### src/rtl/program_loader.sv
// program_loader
//   Streams a big-endian program image (LEN_HI, LEN_LO, then N words as
//   HI/LO bytes) from a byte source into program memory, holding the core in
//   reset until a complete image has been written.
//
//   Optional feature macro: LOADER_CHECKSUM_EN
//     When defined, two checksum bytes (CHK_HI, CHK_LO) follow the data and
//     must equal the XOR of all written words, otherwise the load is rejected.
//
// Ports
//   clock, reset       rising-edge clock, synchronous active-high reset
//   load_start         one-cycle pulse: start or restart a load
//   rx_data/rx_valid   incoming byte; accepted when rx_valid && rx_ready
//   rx_ready           a byte can be accepted this cycle
//   pm_write/addr/data program-memory write port (one-cycle strobe)
//   core_reset         high holds the core; low only once the image is done
//   done / error       load finished successfully / load rejected
//   words_loaded       words written in the current load
module program_loader #(
  parameter int PC_WIDTH = 6
) (
  input  logic                clock,
  input  logic                reset,
  input  logic                load_start,
  input  logic [7:0]          rx_data,
  input  logic                rx_valid,
  output logic                rx_ready,
  output logic                pm_write,
  output logic [PC_WIDTH-1:0] pm_addr,
  output logic [15:0]         pm_data,
  output logic                core_reset,
  output logic                done,
  output logic                error,
  output logic [PC_WIDTH-1:0] words_loaded
);

  localparam logic [3:0] S_IDLE    = 4'd0;
  localparam logic [3:0] S_LEN_HI  = 4'd1;
  localparam logic [3:0] S_LEN_LO  = 4'd2;
  localparam logic [3:0] S_DATA_HI = 4'd3;
  localparam logic [3:0] S_DATA_LO = 4'd4;
  localparam logic [3:0] S_WRITE   = 4'd5;
  localparam logic [3:0] S_CHK_HI  = 4'd6;
  localparam logic [3:0] S_CHK_LO  = 4'd7;
  localparam logic [3:0] S_DONE    = 4'd8;
  localparam logic [3:0] S_ERROR   = 4'd9;

  // The top address is the core's halt address, so one fewer word fits.
  localparam logic [15:0] MAX_WORDS = 16'((1 << PC_WIDTH) - 1);

`ifdef LOADER_CHECKSUM_EN
  localparam logic [3:0] S_AFTER_DATA = S_CHK_HI;
`else
  localparam logic [3:0] S_AFTER_DATA = S_DONE;
`endif

  logic [3:0]          state, state_nxt;
  logic [7:0]          len_hi;
  logic [7:0]          hi_byte;
  logic [PC_WIDTH-1:0] word_count;
  logic [15:0]         len_word;
  logic                accept;
  logic                last_word;
`ifdef LOADER_CHECKSUM_EN
  logic [15:0]         csum;
  logic [7:0]          chk_hi;
`endif

  assign accept    = rx_valid && rx_ready;
  assign len_word  = {len_hi, rx_data};
  assign last_word = (words_loaded == word_count - PC_WIDTH'(1));

  always_comb begin
    state_nxt = state;
    if (load_start) begin
      // Restart wins over any byte presented in the same cycle.
      state_nxt = S_LEN_HI;
    end else begin
      case (state)
        S_IDLE:    state_nxt = S_IDLE;
        S_LEN_HI:  if (accept) state_nxt = S_LEN_LO;
        S_LEN_LO:
          if (accept) begin
            if (len_word == 16'd0)          state_nxt = S_AFTER_DATA;
            else if (len_word > MAX_WORDS)  state_nxt = S_ERROR;
            else                            state_nxt = S_DATA_HI;
          end
        S_DATA_HI: if (accept) state_nxt = S_DATA_LO;
        S_DATA_LO: if (accept) state_nxt = S_WRITE;
        S_WRITE:   state_nxt = last_word ? S_AFTER_DATA : S_DATA_HI;
`ifdef LOADER_CHECKSUM_EN
        S_CHK_HI:  if (accept) state_nxt = S_CHK_LO;
        S_CHK_LO:
          if (accept) state_nxt = ({chk_hi, rx_data} == csum) ? S_DONE : S_ERROR;
`endif
        S_DONE:    state_nxt = S_DONE;
        S_ERROR:   state_nxt = S_ERROR;
        default:   state_nxt = S_IDLE;
      endcase
    end
  end

  always_ff @(posedge clock) begin
    if (reset) begin
      state        <= S_IDLE;
      rx_ready     <= 1'b0;
      pm_write     <= 1'b0;
      pm_addr      <= '0;
      pm_data      <= '0;
      core_reset   <= 1'b1;
      done         <= 1'b0;
      error        <= 1'b0;
      words_loaded <= '0;
      len_hi       <= '0;
      hi_byte      <= '0;
      word_count   <= '0;
`ifdef LOADER_CHECKSUM_EN
      csum         <= '0;
      chk_hi       <= '0;
`endif
    end else begin
      state <= state_nxt;
      // Status outputs are registered from the next state so they line up
      // with the state they describe.
      rx_ready   <= (state_nxt == S_LEN_HI)  || (state_nxt == S_LEN_LO) ||
                    (state_nxt == S_DATA_HI) || (state_nxt == S_DATA_LO) ||
                    (state_nxt == S_CHK_HI)  || (state_nxt == S_CHK_LO);
      pm_write   <= (state_nxt == S_WRITE);
      core_reset <= (state_nxt != S_DONE);
      done       <= (state_nxt == S_DONE);
      error      <= (state_nxt == S_ERROR);

      if (load_start) begin
        words_loaded <= '0;
`ifdef LOADER_CHECKSUM_EN
        csum         <= '0;
`endif
      end else begin
        case (state)
          S_LEN_HI:  if (accept) len_hi <= rx_data;
          S_LEN_LO:  if (accept) word_count <= len_word[PC_WIDTH-1:0];
          S_DATA_HI: if (accept) hi_byte <= rx_data;
          S_DATA_LO:
            if (accept) begin
              pm_data <= {hi_byte, rx_data};
              pm_addr <= words_loaded;
            end
          S_WRITE: begin
            words_loaded <= words_loaded + PC_WIDTH'(1);
`ifdef LOADER_CHECKSUM_EN
            csum         <= csum ^ pm_data;
`endif
          end
`ifdef LOADER_CHECKSUM_EN
          S_CHK_HI:  if (accept) chk_hi <= rx_data;
`endif
          default: ;
        endcase
      end
    end
  end

endmodule

### config.mk
export PLATFORM = sky130hd
export DESIGN_NAME = program_loader
export DESIGN_NICKNAME = d
export VERILOG_FILES = /design/src/rtl/program_loader.sv
export SDC_FILE = /design/constraint.sdc
export NUM_CORES = 1
export LEC_CHECK = 0
export BUFFER_PORTS_ARGS = -buffer_cell sky130_fd_sc_hd__buf_2
export CORE_MARGIN = 5
export CORE_UTILIZATION = 35
export DETAILED_ROUTE_END_ITERATION = 10
export HOLD_SLACK_MARGIN = 0.03
export PLACE_DENSITY_LB_ADDON = 0.25
export SKIP_CTS_REPAIR_TIMING = 1
export SYNTH_ARGS = -nofsm -noshare
export SYNTH_HDL_FRONTEND = slang
export SYNTH_SLANG_ARGS = --single-unit
### constraint.sdc
create_clock -name clock -period 4.3 [get_ports clock]
set_clock_uncertainty 0.05 [all_clocks]
set_input_delay 0.43 -clock clock [delete_from_list [all_inputs] [get_ports clock]]
set_output_delay 0.43 -clock clock [all_outputs]
set_load 0.05 [all_outputs]
==> run summary <==
The clock slew at the register clock pins of the worst setup and hold paths works out to 0.07 ns. The final route contains 2068 vias. The count of unique library cells instantiated by Yosys was 41; the count of input and output buffers was 44. The tools report the starting utilization of the core area as 36.4%. Compared with the post-synthesis result, the final layout area differs by 18.8%.

The tools report the iteration count of the initial detailed-routing pass as 4. Proportion of synthesized chip area in sequential cells: 47.2%. The root buffer cell was clkbuf_8. Of the total power, the share spent switching nets is 22.6%. The run gives 0 as the count of unresolved DRC violations after routing. In this run the deepest clock path goes through 2 buffers.

The number of buffers created by CTS is 9. Data on the critical path arrives at its endpoint at 2.32 ns. The endpoint kind of the worst setup timing path is a flip-flop. The top-area cell type share of the netlist area was 47.2%. The tools report the destination of the critical timing path as done. Slowest cell on the critical path: dfxtp_1.

The number of buffers and inverters on the critical path was 1; the leakage dissipation was 0.00121 uW. The tools report the total congestion overflow as 0. The run finished with clean final reports. The number of instances in the synthesized netlist was 287.

In this run the remaining antenna-violating nets after routing total 0. For the initial antenna violation count, the log shows 0. In this run the core area contains 30 standard-cell rows. In this run the mean area of a mapped cell was 8.72 um^2. dfxtp_1 takes more of the synthesized area than any other cell. The path class of the tightest hold or removal check is primary input to flip-flop. The global-route usage over all layers was 13.5%.

Measured along the x axis, the die boundary spans 94.6 um. Setup repair after global routing left no endpoint under its margin. The final hold violation count came out at 0. The later pin in the worst-skew pair is clocked with a latency of 0.33 ns. For the net switching power, the log shows 246 uW. The kind of cell with the highest combined delay on the critical path was compound AO/OA/AOI/OAI gates.

Of all nets on the critical path, the largest fanout is 5. In the final routed layout, each cell accounts on average for 13.2 um. After synthesis the netlist holds a flip-flop and latch count of 59. TritonCTS built the clock tree. After detailed routing, the number of vias per cell comes to 4.83. The logic gate share of total power was 3.9%.

In the layout the commonest cells are dfxtp_1 (59), nand2_1 (53), buf_2 (44). The tools report the highest achievable clock rate as 478 MHz. Walking the worst path, the cells encountered are inv_1 -> ha_1 -> nand2b_1 -> a311o_1 -> a211o_1 -> o22ai_1 -> and3_1.

The number of top-level pins is 45. Summing internal, switching and leakage power gives 1090 uW. Startpoint type of the worst setup path: a flip-flop. The number of setup violations in the final report is 0, and the register area is 1180 um^2. The transition time at the pin with the least slew margin came out at 0.969 ns. Internal power comes to 842 uW. The beginning of the worst register-to-register path is word_count[0]. The tool flagged a number of max-cap violations equal to 0.

Measured against its own limit, the worst slew margin works out to 35.4%. The total number of cells along the worst setup path came out at 7. Reg-to-reg endpoint: done.

The clock drives 59 sinks. Setup total negative slack on the finished layout was measured at 0 ns. The depth of the most critical reg-to-reg path works out to 7. The critical path launch point is word_count[0].

The delay of the slowest cell on the worst path is 0.42 ns, and the share of total power in the clock network is 45.5%. The logs give 54 for the pin count of the biggest net entering global routing and 2500 um^2 for the combined area of all synthesized cells. For the final wirelength, the log shows 5.64 mm. Number of fillers in the final layout: 699.

After layout, the minimum clock period comes to 2.09 ns. The repair_antennas step left the layout with diodes totalling 0. The start-to-end type of the worst setup path is flip-flop to flip-flop. For the Yosys warning count, the log shows 0. HPWL after detailed placement: 3.88 mm.

After layout, the worst path uses 48.7% of the clock period. The net count of the finished layout is 341. The run gives 43.3% as the final core utilization. The via count of the first global-routing pass was 1858. The first global-routing pass estimated 9.28 mm of wire. At the end of routability-driven placement, the weighted congestion stood at 0.757.

The multi-input gate area in the final layout was 1230 um^2. The H-tree generated during clock tree synthesis spans 3 levels. For this design the ratio of total power to cell area is 366 nW/um^2. Setup slack on the worst reg-to-reg path comes out at 2.21 ns.

Layout cell share with drive strength beyond 1: 21.4%. The die outline height was 94.6 um. The required arrival time at the worst endpoint was 4.53 ns.

The first-iteration detailed-routing DRC count is 96. Leaving out fill and tap cells, the most frequent cell in the layout is dfxtp_1. The max-slew violation count came out at 0. The synthesized netlist net count came out at 301.

The die covers 8940 um^2. Ranked by total cell area, the synthesized netlist is headed by dfxtp_1 (47%), mux2i_1 (9.2%), nand2_1 (7.9%). The worst-case IR drop observed on VDD is 0.144 mV. The logs give 6870 um^2 for the placeable core area and 50.6% for the sequential group share of total power.
-- layout make-up --
type	count	share of cell area, %
Clock inverter	5	1.77
Timing Repair Buffer	46	7.91
Inverter	4	0.505
Multi-Input combinational cell	207	41.3
Tap cell	96	4.04
Sequential cell	59	39.7
Clock buffer	11	4.75
-- metal layers --
layer | track usage [%] | part of all wire, %
met2 | 20.6 | 46
met5 | 0 | 0
met1 | 17.7 | 48
met3 | 5.18 | 5.6
met4 | 3.97 | 0.60
-- cell usage after synthesis, drive strengths merged --
cell      n
a2111oi   1
a211o     2
a21boi    1
a21oi    30
a22oi     1
a311o     1
and2      1
and3      2
buf       2
clkbuf   15
dfxtp    59
ha        2
inv       4
mux2i    23
nand2    53
nand2b    2
nand3     5
nand3b    1
nand4     4
nand4b    1
nor2     39
nor2b     2
nor3      7
nor3b     1
nor4      3
nor4b     1
o2111ai   1
o21a      1
o21ai     2
o22a      1
o22ai     1
or2       3
or3       2
or4       2
xnor2     3
xor2      8
-- kinds of logic after synthesis --
kind of cell,share of synthesized area [%]
XOR/XNOR,3.85
buffers and inverters,3.75
multiplexers,9.20
flip-flops,47.2
AO/OA/AOI/OAI,10.4
AND/OR/NAND/NOR,24.6
adder cells (fa/ha/maj),0.999
-- flip-flops by register name, summed over array words and instances (netlist names) --
signal        count
core_reset        1
done              1
error             1
hi_byte           8
len_hi            8
pm_addr           6
pm_data          16
pm_write          1
rx_ready          1
state             4
word_count        6
words_loaded      6
-- per-stage QoR --
stage	hold WS (ns)	area [um^2]	setup WS, ns	instances
final	0.343	2970	2.21	428
after global routing	0.340	2970	2.06	428
after CTS	0.323	2970	2.20	428
after detailed placement	0.395	2780	2.22	412
after global placement	0.389	2780	2.26	412
after floorplan	0.382	2500	2.19	287
-- tightest hold or removal path: cells and delay by family --
kind	cells	cell delay, ns
AND/OR/NAND/NOR	1	0.06
buffers and inverters	1	0.14
AO/OA/AOI/OAI	1	0.05
-- power by group through the flow --
stage	clock, uW	sequential (uW)	combinational [uW]
after global placement	0	563	43.5
after floorplan	0	565	24.6
after detailed placement	0	563	42.7
after global routing	539	551	46.7
after CTS	513	551	42.9
final	495	551	42.5
-- worst min path at each step --
stage	slack, ns	startpoint	depth (start not counted)	to
finish	0.34	rx_data[1]	3	pm_data[1]
floorplan	0.38	hi_byte[2]	2	pm_data[10]
global route	0.34	rx_data[5]	3	pm_data[5]
CTS	0.32	rx_data[1]	3	pm_data[1]
detailed placement	0.40	pm_data[3]	2	pm_data[3]
global placement	0.39	pm_data[8]	2	pm_data[8]
Power figures use the tool's default switching activity.
